File: src/rtl/dmem_arb_pkg.sv
// Shared types for the data-memory arbiter: FSM states, owner encoding, arbitration modes.
// Latency: n/a (types and constants only).
// Backpressure: n/a.
package dmem_arb_pkg;

    typedef enum logic [1:0] {
        IDLE   = 2'd0,
        ACCESS = 2'd1,
        RESP   = 2'd2
    } arb_state_t;

    typedef enum logic {
        OWN_CPU = 1'b0,
        OWN_DBG = 1'b1
    } owner_t;

    localparam int ARB_RR    = 0;
    localparam int ARB_FIXED = 1;

endpackage

File: src/rtl/dmem_arb_pick.sv
// Winner selection between the CPU and debug requesters.
// Latency: combinational.
// Backpressure: none; the caller only consumes the result while idle.
// Ports: cpu_req/dbg_req in, last_owner in (port granted most recently),
//        any_req out (either request high), winner out (port to grant).
module dmem_arb_pick
    import dmem_arb_pkg::*;
#(
    parameter int ARB_MODE = ARB_RR
) (
    input  logic   cpu_req,
    input  logic   dbg_req,
    input  owner_t last_owner,
    output logic   any_req,
    output owner_t winner
);

    always_comb begin
        any_req = cpu_req | dbg_req;
        winner  = OWN_CPU;
        if (cpu_req && dbg_req) begin
            if (ARB_MODE == ARB_FIXED) begin
                winner = OWN_CPU;
            end else begin
                // Round-robin: the port that was not served last wins the tie.
                winner = (last_owner == OWN_CPU) ? OWN_DBG : OWN_CPU;
            end
        end else if (dbg_req) begin
            winner = OWN_DBG;
        end
    end

endmodule

File: src/rtl/dmem_arbiter.sv
// Shares one single-port data memory between the CPU (port 0) and a debug/loader (port 1).
// Latency: gnt 1 cycle after req is sampled; read rvalid 3 cycles after; write done in 2.
// Backpressure: req is sampled only in IDLE; a requester holds req/we/addr/wdata until gnt.
// Ports: cpu_*/dbg_* request groups (req, we, addr, wdata in; gnt, rvalid, err out),
//        rdata (shared registered read data), busy, mem_* memory-side strobe/address/data.
module dmem_arbiter
    import dmem_arb_pkg::*;
#(
    parameter int ADDR_W   = 16,
    parameter int DATA_W   = 32,
    parameter int DEPTH    = 256,
    parameter int ARB_MODE = ARB_RR
) (
    input  logic              clk,
    input  logic              reset,
    input  logic              cpu_req,
    input  logic              cpu_we,
    input  logic [ADDR_W-1:0] cpu_addr,
    input  logic [DATA_W-1:0] cpu_wdata,
    output logic              cpu_gnt,
    output logic              cpu_rvalid,
    output logic              cpu_err,
    input  logic              dbg_req,
    input  logic              dbg_we,
    input  logic [ADDR_W-1:0] dbg_addr,
    input  logic [DATA_W-1:0] dbg_wdata,
    output logic              dbg_gnt,
    output logic              dbg_rvalid,
    output logic              dbg_err,
    output logic [DATA_W-1:0] rdata,
    output logic              busy,
    output logic              mem_en,
    output logic              mem_we,
    output logic [ADDR_W-1:0] mem_addr,
    output logic [DATA_W-1:0] mem_wdata,
    input  logic [DATA_W-1:0] mem_rdata
);

    arb_state_t        state;
    owner_t            owner;
    owner_t            last_owner;
    logic              lat_we;
    logic              lat_oor;

    logic              any_req;
    owner_t            winner;
    logic              sel_we;
    logic [ADDR_W-1:0] sel_addr;
    logic [DATA_W-1:0] sel_wdata;
    logic              sel_oor;

    dmem_arb_pick #(
        .ARB_MODE(ARB_MODE)
    ) u_pick (
        .cpu_req   (cpu_req),
        .dbg_req   (dbg_req),
        .last_owner(last_owner),
        .any_req   (any_req),
        .winner    (winner)
    );

    assign sel_we    = (winner == OWN_DBG) ? dbg_we    : cpu_we;
    assign sel_addr  = (winner == OWN_DBG) ? dbg_addr  : cpu_addr;
    assign sel_wdata = (winner == OWN_DBG) ? dbg_wdata : cpu_wdata;
    // No wrap-around: anything at or beyond DEPTH is flagged, never folded back.
    assign sel_oor   = (32'(sel_addr) >= 32'(DEPTH));

    // mem_addr/mem_wdata act as the address/data latches and hold between accesses.
    always_ff @(posedge clk or posedge reset) begin
        if (reset) begin
            state      <= IDLE;
            owner      <= OWN_CPU;
            last_owner <= OWN_DBG;   // so the CPU wins the first tie
            lat_we     <= 1'b0;
            lat_oor    <= 1'b0;
            cpu_gnt    <= 1'b0;
            dbg_gnt    <= 1'b0;
            cpu_err    <= 1'b0;
            dbg_err    <= 1'b0;
            cpu_rvalid <= 1'b0;
            dbg_rvalid <= 1'b0;
            rdata      <= '0;
            busy       <= 1'b0;
            mem_en     <= 1'b0;
            mem_we     <= 1'b0;
            mem_addr   <= '0;
            mem_wdata  <= '0;
        end else begin
            // Pulse outputs default low every cycle.
            cpu_gnt    <= 1'b0;
            dbg_gnt    <= 1'b0;
            cpu_err    <= 1'b0;
            dbg_err    <= 1'b0;
            cpu_rvalid <= 1'b0;
            dbg_rvalid <= 1'b0;
            mem_en     <= 1'b0;
            mem_we     <= 1'b0;
            case (state)
                IDLE: begin
                    if (any_req) begin
                        state      <= ACCESS;
                        busy       <= 1'b1;
                        owner      <= winner;
                        last_owner <= winner;
                        lat_we     <= sel_we;
                        lat_oor    <= sel_oor;
                        mem_addr   <= sel_addr;
                        mem_wdata  <= sel_wdata;
                        cpu_gnt    <= (winner == OWN_CPU);
                        dbg_gnt    <= (winner == OWN_DBG);
                        cpu_err    <= (winner == OWN_CPU) && sel_oor;
                        dbg_err    <= (winner == OWN_DBG) && sel_oor;
                        mem_en     <= !sel_oor;
                        mem_we     <= sel_we && !sel_oor;
                    end
                end
                ACCESS: begin
                    if (lat_we) begin
                        state <= IDLE;
                        busy  <= 1'b0;
                    end else begin
                        state <= RESP;
                    end
                end
                RESP: begin
                    // Memory data from the ACCESS strobe is valid in this cycle.
                    state      <= IDLE;
                    busy       <= 1'b0;
                    rdata      <= lat_oor ? '0 : mem_rdata;
                    cpu_rvalid <= (owner == OWN_CPU);
                    dbg_rvalid <= (owner == OWN_DBG);
                end
                default: begin
                    state <= IDLE;
                    busy  <= 1'b0;
                end
            endcase
        end
    end

endmodule

File: config.mk
export PLATFORM = sky130hd
export DESIGN_NAME = dmem_arbiter
export DESIGN_NICKNAME = d
export VERILOG_FILES = /design/src/rtl/dmem_arb_pkg.sv /design/src/rtl/dmem_arb_pick.sv /design/src/rtl/dmem_arbiter.sv
export SDC_FILE = /design/constraint.sdc
export NUM_CORES = 1
export LEC_CHECK = 0
export ABC_AREA = 1
export BUFFER_PORTS_ARGS = -buffer_cell sky130_fd_sc_hd__buf_4
export CORE_MARGIN = 3
export CORE_UTILIZATION = 45
export CTS_CLUSTER_DIAMETER = 100
export CTS_CLUSTER_SIZE = 25
export DETAILED_ROUTE_END_ITERATION = 10
export MAX_ROUTING_LAYER = met4
export PLACE_DENSITY = 0.81
export SLEW_MARGIN = 10
export SYNTH_ARGS = -nofsm -noshare
export SYNTH_HDL_FRONTEND = slang
export SYNTH_HIERARCHICAL = 1
export SYNTH_SLANG_ARGS = --single-unit
export TNS_END_PERCENT = 10
File: constraint.sdc
create_clock -name clk -period 7.1 [get_ports clk]
set_clock_uncertainty 0.1 [all_clocks]
set_input_delay 0.71 -clock clk [delete_from_list [all_inputs] [get_ports clk]]
set_output_delay 0.71 -clock clk [all_outputs]
set_load 0.01 [all_outputs]
==> impl_metrics.sql <==
INSERT INTO impl_metrics (metric_group, metric, value, unit) VALUES
('synthesis', 'synth_xor_xnor_area_share', '0', '%'),
('critical_path', 'worstSetupPathType', 'primary input to register', ''),
('clock_tree', 'clkSlewWorstSetupHoldPaths', '0.10', 'ns'),
('timing', 'tightestPinTransition', '0.960', 'ns'),
('final_layout', 'num-nets-final', '821', ''),
('floorplanning', 'die_h', '100', 'um'),
('floorplanning', 'die_width', '100', 'um'),
('timing', 'final.min_clock_period', '2.68', 'ns'),
('clock_tree', 'cts-root-buf', 'sky130_fd_sc_hd__clkbuf_8', ''),
('pwr', 'static-leakage-power', '3.22', 'nW'),
('grt', 'grt_pass1_vias', '3778', ''),
('critical_path', 'start_kind', 'primary input', ''),
('drt', 'routed-wl-met2', '5470', 'um'),
('grt', 'grt_max_degree', '67', ''),
('grt', 'grt_pass1_wl', '18000', 'um'),
('place', 'dpl-instance-area', '5670', 'um2'),
('pwr', 'seq_power_share', '39.0', '%'),
('place', 'detailedPlacementHpwl', '8490', 'um'),
('pwr', 'power.combinational.fraction', '43.9', '%'),
('timing', 'finalSetupTns', '0', 'ns'),
('grt', 'antenna_found_initial', '0', ''),
('drt', 'drt-wirelength-per-cell', '14.2', 'um'),
('drt', 'drc', '0', ''),
('clock_tree', 'insertion_delay', '0.35', 'ns'),
('run_status', 'outcome', 'finished, final reports clean', ''),
('final_layout', 'postLayoutCellArea', '5890', 'um2'),
('floorplanning', 'die_area', '10000', 'um2'),
('flow_run', 'drv_cap', '0', ''),
('grt', 'gr-usage-all-layers', '23.2', '%'),
('critical_path', 'cp_max_fo', '42', ''),
('synthesis', 'synth_cell_types', '18', ''),
('synthesis', 'postSynthAreaPerCell', '8.35', 'um2'),
('drt', 'met3RoutedLength', '1030', 'um'),
('timing', 'top_achievable_clock_speed', '0.373', 'GHz'),
('timing', 'slew-limit-headroom', '35.9', '%'),
('pwr', 'p_int', '1.41', 'mW'),
('synthesis', 'yosys.area_share.simple', '29.1', '%'),
('timing', 'slew_viol_final', '0', ''),
('synthesis', 'synth.ff_latch_count', '95', ''),
('clock_tree', 'hold_buffer_count_at_cts', '0', ''),
('synthesis', 'synth_fp_nets', '611', ''),
('pwr', 'swShare', '38.2', '%'),
('synthesis', 'synth.yosys.warnings', '6', ''),
('pwr', 'power_frac_clock', '17.1', '%'),
('synthesis', 'seq_area_frac_synth', '59.7', '%'),
('synthesis', 'synth_compound_area_share', '5.43', '%'),
('drt', 'vias_cell', '4.86', ''),
('hold_path', 'hold_path_class', 'primary input to async pin', ''),
('drt', 'top_layer', 'met4', ''),
('critical_path', 'worst-endpoint-required', '7.28', 'ns'),
('drt', 'drt_pass1_iterations', '5', ''),
('place', 'place.gp.congestion', '0.876', ''),
('final_layout', 'layout-area-overhead-vs-synth', '47.9', '%'),
('synthesis', 'synth-adder-area-share', '0', '%'),
('timing', 'final_min_period_over_clock_period', '37.8', '%'),
('floorplanning', 'design.core.area', '8420', 'um2'),
('drt', 'route.final.wire_length', '11400', 'um'),
('critical_path', 'worstPathArrival', '2.86', 'ns'),
('final_layout', 'diodes', '0', ''),
('critical_path', 'critPathCaptureType', 'register', ''),
('timing', 'finalHoldViolCount', '0', ''),
('clock_tree', 'clock_tree.htree_level_count', '3', ''),
('clock_tree', 'tritoncts', 'yes', ''),
('synthesis', 'yosys-mux-area-fraction', '0', '%'),
('clock_tree', 'post-cts-setup-buffers', '0', ''),
('timing', 'report.final.setup_viol', '0', ''),
('place', 'port_buffers', '222', ''),
('floorplanning', 'start_util', '47.3', '%'),
('pwr', 'ir_drop', '185', 'uV'),
('floorplanning', 'num_io_pins', '223', ''),
('drt', 'antenna_violating_nets_post_route', '0', '');
-- cell type report --
class	instances	area, um2
Fill cell	660	2530
Sequential cell	95	2380
Timing Repair Buffer	224	1680
Multi-Input combinational cell	330	1380
Tap cell	105	131
Clock buffer	9	124
Inverter	27	104
Clock inverter	7	96.3
-- worst max-delay path: stages --
cell and delay [ns]:
sky130_fd_sc_hd__buf_4 0.08, sky130_fd_sc_hd__inv_1 0.03, sky130_fd_sc_hd__a21oi_1 0.72, sky130_fd_sc_hd__inv_2 0.24
sky130_fd_sc_hd__nor2_4 0.78, sky130_fd_sc_hd__nand2_1 0.14, sky130_fd_sc_hd__nand3_1 0.12
-- layer usage --
layer  up-vias  track usage (%)
met1      1770             28.4
met5         -                -
met3        20             6.32
met2       182             38.0
li1       1899                -
met4         0             6.42
-- through the flow --
stage | total power [mW] | hold slack (ns) | setup slack (ns) | std cells | utilization [%]
after detailed placement | 1.92 | 0.329 | 4.11 | 781 | 67.4
final | 2.28 | 0.263 | 4.42 | 797 | 70.0
after global placement | 1.88 | 0.313 | 4.24 | 781 | 67.4
after CTS | 2.31 | 0.259 | 4.48 | 797 | 70.0
after floorplan | 1.43 | 0.303 | 3.81 | 477 | -
after global routing | 2.46 | 0.256 | 4.23 | 797 | 70.0
-- synth_stat cells, drive strengths merged --
cell | instances | share of area, %
inv | 27 | 2.5
nor2 | 11 | 1.6
dfrtp | 94 | 59
nand2 | 234 | 22
or2 | 1 | 0.16
clkbuf | 5 | 0.47
a21oi | 2 | 0.25
nor3 | 1 | 0.13
o21ai | 40 | 5.0
nand3 | 40 | 5.0
buf | 20 | 2.7
dfstp | 1 | 0.66
o22ai | 1 | 0.16
-- state kept, by name (all words and copies together) (netlist names), 2 cells and up --
| name | cells |
|---|---|
| rdata | 32 |
| mem_wdata | 32 |
| mem_addr | 16 |
| state | 2 |
-- power groups by stage --
stage / Sequential [mW] / Combinational (mW) / Clock [mW]
CTS: 0.890 / 1.02 / 0.399
floorplan: 0.975 / 0.452 / 0
detailed placement: 0.896 / 1.02 / 0
global placement: 0.891 / 0.993 / 0
global route: 0.916 / 1.12 / 0.422
finish: 0.890 / 1.00 / 0.390
-- path summary, 6_finish.rpt --
kind | startpoint | endpoint | slack [ns] | depth (start not counted)
min in group clk | owner | cpu_rvalid | 0.34 | 1
worst min register to register | owner | cpu_rvalid | 0.34 | 1
worst max register to register | last_owner | mem_wdata[26] | 4.48 | 5
worst min-delay path | reset | mem_addr[0] | 0.26 | 2
worst max-delay path | dbg_req | mem_wdata[26] | 4.42 | 7
max in group asynchronous | reset | dbg_rvalid | 5.52 | 3
-- cells by family (layout without fill, tap and decap cells) --
family	after synthesis	in the layout
buf+inv	52	267
compound gates	43	43
simple gates	287	287
flops	95	95
Note: power is estimated with default switching activity, not from simulation.
